File: src/rtl/watch_time_ctrl.sv
// watch_time_ctrl: BCD timekeeping with a 1 s prescaler and a
// RUN / SET_HOUR / SET_MIN edit state machine driven by key pulses.
// Everything runs on CLOCK and advances through single-cycle enables.
module watch_time_ctrl #(
    parameter int unsigned CLK_HZ = 50_000_000
) (
    input  logic       CLOCK,
    input  logic       RESET,
    input  logic       MODE_P,
    input  logic       INC_P,
    output logic [7:0] HOUR_BCD,
    output logic [7:0] MIN_BCD,
    output logic [7:0] SEC_BCD,
    output logic [1:0] STATE,
    output logic       BLINK,
    output logic       SEC_TICK
);

    localparam logic [31:0] PRE_MAX  = 32'(CLK_HZ - 1);
    localparam int unsigned BL_DIV   = (CLK_HZ / 4 < 1) ? 1 : CLK_HZ / 4;
    localparam logic [31:0] BL_MAX   = 32'(BL_DIV - 1);

    typedef enum logic [1:0] {
        RUN      = 2'b00,
        SET_HOUR = 2'b01,
        SET_MIN  = 2'b10
    } state_t;

    state_t      state, state_nxt;
    logic [31:0] pre;
    logic [31:0] bcnt;
    logic [7:0]  hour, min, sec;
    logic        blink, tick;

    // Increment a two-digit BCD value, wrapping from top back to 00.
    // Ones roll 9->0 with a carry into the tens digit.
    function automatic logic [7:0] bcd_inc(input logic [7:0] v, input logic [7:0] top);
        if (v == top)
            return 8'h00;
        if (v[3:0] == 4'd9)
            return {v[7:4] + 4'd1, 4'd0};
        return {v[7:4], v[3:0] + 4'd1};
    endfunction

    // Mode state register.
    always_ff @(posedge CLOCK) begin
        if (RESET)
            state <= RUN;
        else
            state <= state_nxt;
    end

    // Next mode: each MODE_P steps RUN -> SET_HOUR -> SET_MIN -> RUN.
    // The unused encoding falls back to RUN.
    always_comb begin
        state_nxt = state;
        case (state)
            RUN:      if (MODE_P) state_nxt = SET_HOUR;
            SET_HOUR: if (MODE_P) state_nxt = SET_MIN;
            SET_MIN:  if (MODE_P) state_nxt = RUN;
            default:  state_nxt = RUN;
        endcase
    end

    // Prescaler, BCD time, blink timer and tick pulse.
    // MODE_P takes priority over both the pending tick and INC_P.
    always_ff @(posedge CLOCK) begin
        if (RESET) begin
            pre   <= '0;
            bcnt  <= '0;
            hour  <= 8'h00;
            min   <= 8'h00;
            sec   <= 8'h00;
            blink <= 1'b1;
            tick  <= 1'b0;
        end else begin
            tick <= 1'b0;
            case (state)
                RUN: begin
                    blink <= 1'b1;
                    bcnt  <= '0;
                    if (MODE_P) begin
                        // Entering SET_HOUR: seconds restart, pending second dropped.
                        sec <= 8'h00;
                        pre <= '0;
                    end else if (pre == PRE_MAX) begin
                        pre  <= '0;
                        tick <= 1'b1;
                        sec  <= bcd_inc(sec, 8'h59);
                        if (sec == 8'h59) begin
                            min <= bcd_inc(min, 8'h59);
                            if (min == 8'h59)
                                hour <= bcd_inc(hour, 8'h23);
                        end
                    end else begin
                        pre <= pre + 32'd1;
                    end
                end
                SET_HOUR, SET_MIN: begin
                    // Prescaler held at 0 so RUN restarts a full second later.
                    pre <= '0;
                    if (MODE_P) begin
                        bcnt  <= '0;
                        blink <= 1'b1;
                    end else begin
                        if (bcnt == BL_MAX) begin
                            bcnt  <= '0;
                            blink <= ~blink;
                        end else begin
                            bcnt <= bcnt + 32'd1;
                        end
                        if (INC_P) begin
                            if (state == SET_HOUR)
                                hour <= bcd_inc(hour, 8'h23);
                            else
                                min  <= bcd_inc(min, 8'h59);
                        end
                    end
                end
                default: begin
                    pre   <= '0;
                    bcnt  <= '0;
                    blink <= 1'b1;
                end
            endcase
        end
    end

    assign HOUR_BCD = hour;
    assign MIN_BCD  = min;
    assign SEC_BCD  = sec;
    assign STATE    = state;
    assign BLINK    = blink;
    assign SEC_TICK = tick;

endmodule

File: config.mk
export PLATFORM = sky130hd
export DESIGN_NAME = watch_time_ctrl
export DESIGN_NICKNAME = d
export VERILOG_FILES = /design/src/rtl/watch_time_ctrl.sv
export SDC_FILE = /design/constraint.sdc
export NUM_CORES = 1
export LEC_CHECK = 0
export ABC_AREA = 1
export CORE_MARGIN = 8
export CORE_UTILIZATION = 55
export CTS_CLUSTER_SIZE = 8
export DETAILED_ROUTE_END_ITERATION = 12
export PLACE_DENSITY_LB_ADDON = 0.12
export SYNTH_ARGS = -nofsm -noshare
export SYNTH_HDL_FRONTEND = slang
export SYNTH_SLANG_ARGS = --single-unit
export TNS_END_PERCENT = 50
File: constraint.sdc
create_clock -name CLOCK -period 4.31 [get_ports CLOCK]
set_clock_uncertainty 0.1 [all_clocks]
set_input_delay 0.431 -clock CLOCK [delete_from_list [all_inputs] [get_ports CLOCK]]
set_output_delay 0.431 -clock CLOCK [all_outputs]
set_load 0.03 [all_outputs]
After elaboration in Yosys (flattened, before gate mapping)

Cells that the tools add are included.

Bits of input ports: 4
Word-level logic and storage cells: 162
Output and inout port bits: 28
Bits in registers: 92

Bitwise gates (word level): 3
Equality and inequality tests: 25
Muxes and demuxes: 99
Reductions and logical operators: 16
Add/sub/neg operators: 8

Operator list:

| operator                                                                | count |
|---|---|
| 8-bit 2-to-1 mux                                                        | 31 |
| 32-bit by 1-bit adder with 32-bit output, second input constant         | 2 |
| 1-bit 2-to-1 mux                                                        | 62 |
| 32-bit by 24-bit equality test with 1-bit output, second input constant | 1 |
| 32-bit by 26-bit equality test with 1-bit output, second input constant | 1 |
| 8-bit one-hot mux with 2 select lines                                   | 2 |
| 4-bit by 1-bit adder with 4-bit output, second input constant           | 6 |
| 2-bit != test, second input constant                                    | 11 |
| 8-bit by 7-bit equality test with 1-bit output, second input constant   | 2 |
| 4-bit equality test, second input constant                              | 3 |
| 3-bit != test, second input constant                                    | 4 |
| 10-bit AND reduction                                                    | 1 |
| 9-bit AND reduction                                                     | 1 |
| 8-bit by 6-bit equality test with 1-bit output, second input constant   | 1 |
| 8-bit AND reduction                                                     | 1 |
| 4-bit OR reduction                                                      | 2 |
| 7-bit AND reduction                                                     | 1 |
| 2-bit 2-to-1 mux                                                        | 3 |
| 2-bit one-hot mux with 3 select lines                                   | 1 |
| 3-bit AND reduction                                                     | 2 |
| 3-bit OR reduction                                                      | 2 |
| 2-bit nonzero test                                                      | 2 |
| 1-bit inverter                                                          | 3 |
| 3-bit nonzero test                                                      | 1 |
| 5 further kinds                                                         | 5 |

Longest topological paths before layout

Depth after elaboration: 22
Gate-level depth with buffers: 13

Worst setup path after synthesis

No wires, ideal clock.

Path kind: reg-to-reg
Start: reg state[0], in the netlist STATE[0]
End: reg hour[1], in the netlist HOUR_BCD[1]
Buffers on the path: 0
Data required time: 4.082 ns
Period minus slack after synthesis: 2.024 ns
Arrival: 1.797 ns
Slack: 2.286 ns
Cell stages (with the launch flop): 10
Path through: dfxtp_1 -> inv_1 -> ha_1 -> inv_1 -> o21ai_1 -> nand2_1 -> nand3_4 -> nand2_1 -> o21ai_1 -> nor2_1

Longest elaborated chain between the ends: 4
Elaborated cells between the ends (all ways): 14
Classes of those cells: 9 x eq/ne; 1 x mux; 4 x reduce/logical

Ends and longest elaborated chain:

| item                                                                                         | line    | source |
|---|---|---|
| from (decl)                                                                                  | 29      | `state_t state, state_nxt;` |
| from (signal assigned)                                                                       | 50      | `state <= state_nxt;` |
| 2-bit by 1-bit equality test with 1-bit output / 2-bit equality test (equally long branches) | 78, 113 |  |
| 2-bit OR reduction                                                                           | 78      | `case (state)` |
| 2-bit != test (no source line) / 2-bit nonzero test (equally long branches)                  | n/a     |  |
| 8-bit AND reduction (no source line)                                                         | n/a     |  |
| to (signal assigned)                                                                         | 93      | `hour <= bcd_inc(hour, 8'h23);` |
| to (signal assigned)                                                                         | 114     | `hour <= bcd_inc(hour, 8'h23);` |
| to (decl)                                                                                    | 32      | `logic [7:0] hour, min, sec;` |

Several ways; a longest one is shown, not always the timed one.
A chain may end at the register's enable or synchronous reset.

Worst setup path after layout

Start: reg state[0], in the netlist STATE[0]
End: reg pre[5]

Longest elaborated chain between the ends: 3

Ends and longest elaborated chain:

| item                                | line | source |
|---|---|---|
| 2-bit logical NOT                   | 78   |  |
| 1-bit inverter (no source line)     | n/a  |  |
| 4-bit OR reduction (no source line) | n/a  |  |
| to (signal assigned)                | 96   | `pre <= pre + 32'd1;` |
| to (decl)                           | 30   | `logic [31:0] pre;` |

No other way between the ends.

==> results.toml <==
[yosys]
synth_ff_type = "dfxtp_1"
synth_enable_flop_cells = 0
syn-instance-count = 810
yosysMostFrequentCell = "nand2_1"
netlist.area_leader.share_pct = 33.61
syn_area_sq_um = 5479
ys_types = 38
ys_top_cells_by_count = "188 x nand2_1, 114 x nor2_1, 96 x inv_1"
ys_seq_elements = 92
ys_seq_area_share_pct = 33.61
synth_top_cell_by_area = "dfxtp_1"
syn_nets = 832
synthTopCellsByArea = "dfxtp_1 34%, nand2_1 13%, nor2_1 7.8%"
yosys_warnings = 0
synth.avg_cell_area_sq_um = 6.764
synthArstFlopShare_pct = 0

[global_route]
grt_max_degree = 33
grt_usage_pct = 20.59
grt_pass1_vias = 4965
grt_antenna_before_repair = 0
overflow = 0
grt_first_pass_wirelength_um = 22220

[floorplanning]
start_util_pct = 56.31
dieArea_sq_um = 13410
boundaryPins = 32
fp-row-count = 36
die_w_um = 115.8
core_sq_um = 9729
die_h_um = 115.8

[final_layout]
num-nets-final = 863
syn2layout_area_growth_pct = 10.87
num_antenna_cells = 0
fill_cells = 918
drive_gt1_share_pct = 7.801

[clocking]
hold_buffers = 0
clock_latency_ns = 0.38
cts_buffers = 9
cts.htree.levels = 3
clkSinkCount = 92
cts-root-buf = "clkbuf_8"
post_cts_buffers = 0
cts_max_path_buffers = 2
clk_pin_slew_ns = 0.09
ctsResizeCount = 0
tritoncts = "built"

[setup_path]
crit_path_start_kind = "flip-flop"
critical_path_class = "flip-flop to flip-flop"
worstPathRequired_ns = 4.49
cp_slowest_stage_delay_ns = 0.86
rr_worst_depth = 4
end_kind = "flip-flop"
critPathArrivalTime_ns = 2.85
crit_chain = "inv_1 -> ha_1 -> nand4_2 -> nor3b_1"
critPathMaxFanout = 31
cp_slowest_cell = "nand4_2"

[sta]
fmax_ghz = 0.3750
setup_viol_count_final = 0
maxSlewViolCount = 0
period_share_pct = 61.87
setup_tns_ns = 0
maxSlewHeadroom_pct = 41.81
grt_setup_unrepaired = "false"
holdWs_ns = 0.3592
worstMarginPinSlew_ns = 0.8708
period_needed_ns = 2.667
hold_viol_final = 0

[hold_path]
hold_path_depth = 1
min_path_type = "flip-flop to flip-flop"

[power]
pwr-share-clk_pct = 37.1
power_switching_mw = 0.4315
powerDensity_nw_per_um2 = 268.9
max-vdd-ir-drop_v = 0.0001972
p_leak_nw = 2.092
swShare_pct = 26.41
internal_power_mw = 1.202
comb_power_share_pct = 9.8
p_seq_share_pct = 53.1

[place]
io_buffers = 31
routabilityCongestion = 0.9415
hpwl_um = 9982

[detailed_routing]
wl_per_cell_um = 13.39
vias = 5285
dr.pass1.iters = 5
ant_nets = 0
vias_per_cell = 5.398
drc_errors = 0
drt_wl_total_um = 13110
drt_iter0_drc = 396

[run]
drv_cap = 0

[status]
outcome = "complete, no violations"
==> registers in the layout (all words and copies together), names as in the netlist <==
name / flops
MIN_BCD: 8
HOUR_BCD: 8
STATE: 2
BLINK: 1
bcnt: 32
SEC_TICK: 1
pre: 32
SEC_BCD: 8
==> stage by stage <==
| step | setup slack [ns] | util, % | power, mW | cell area, sq um | cells |
|---|---|---|---|---|---|
| 2_1_floorplan | 2.286 | - | 1.016 | 5479 | 810 |
| 3_3_place_gp | 1.450 | 60.35 | 1.042 | 5872 | 963 |
| 3_5_place_dp | 1.283 | 60.35 | 1.047 | 5872 | 963 |
| 4_1_cts | 1.629 | 62.44 | 1.654 | 6075 | 979 |
| 5_1_grt | 1.320 | 62.44 | 1.700 | 6075 | 979 |
| 6_report | 1.643 | 62.44 | 1.633 | 6075 | 979 |
==> power by group through the flow <==
stage                     Combinational (mW)  Clock (mW)  Sequential, mW
final                                  0.160       0.606           0.868
after global routing                   0.176       0.655           0.870
after CTS                              0.160       0.625           0.868
after detailed placement               0.160           0           0.888
after global placement                 0.155           0           0.887
after floorplan                        0.117           0           0.899
==> per-layer routing <==
metal  GRT usage (%)  wire length (um)  up-vias
li1                -                 -     2701
met1           24.23              5786     2424
met2           33.95              6195      142
met3           6.983               877       18
met4           7.692               252        0
met5               0                 0        -
==> cell usage in the layout, fill, tap and decap left out, drive strengths merged <==
master	count
nand2	199
nor2	125
inv	105
dfxtp	92
nand3	57
a21oi	53
nand4	40
nor3	40
clkdlybuf4s50	31
xor2	20
ha	18
o21ai	17
clkbuf	12
or2	10
nor3b	8
nor4	7
xnor2	4
nand3b	3
clkinv	2
nor4b	1
clkinvlp	1
bufinv	1
==> cell type report <==
cell class	instances	area, sq um	area share, %
clock buffers	12	155.1	2.554
clock inverters	4	47.55	0.7827
inverters	105	394.1	6.488
multi-input cells	602	3159	52.01
flip-flops and latches	92	1842	30.32
well taps	133	166.4	2.739
repair buffers	31	310.3	5.108
==> kinds of logic after synthesis <==
family / Yosys count / share of synthesized area, %
buf+inv: 116 / 8.723
xor+xnor: 24 / 3.836
compound gates: 70 / 6.600
simple gates: 490 / 43.11
flops: 92 / 33.62
fa+ha+maj: 18 / 4.111
==> critical path: cells and delay by family (launching register included) <==
kind | cells | cell delay (ns)
buf+inv | 1 | 0.13
flops | 1 | 0.34
fa+ha+maj | 1 | 0.68
simple gates | 2 | 1.30
==> final timing paths <==
| path | startpoint | end | slack, ns |
|---|---|---|---|
| worst max-delay path | STATE[0] | pre[5] | 1.64 |
| worst min-delay path | pre[0] | pre[0] | 0.36 |
| worst max register to register | STATE[0] | pre[5] | 1.64 |
| worst min register to register | pre[0] | pre[0] | 0.36 |
No activity file was read; power rests on OpenSTA's default activity.
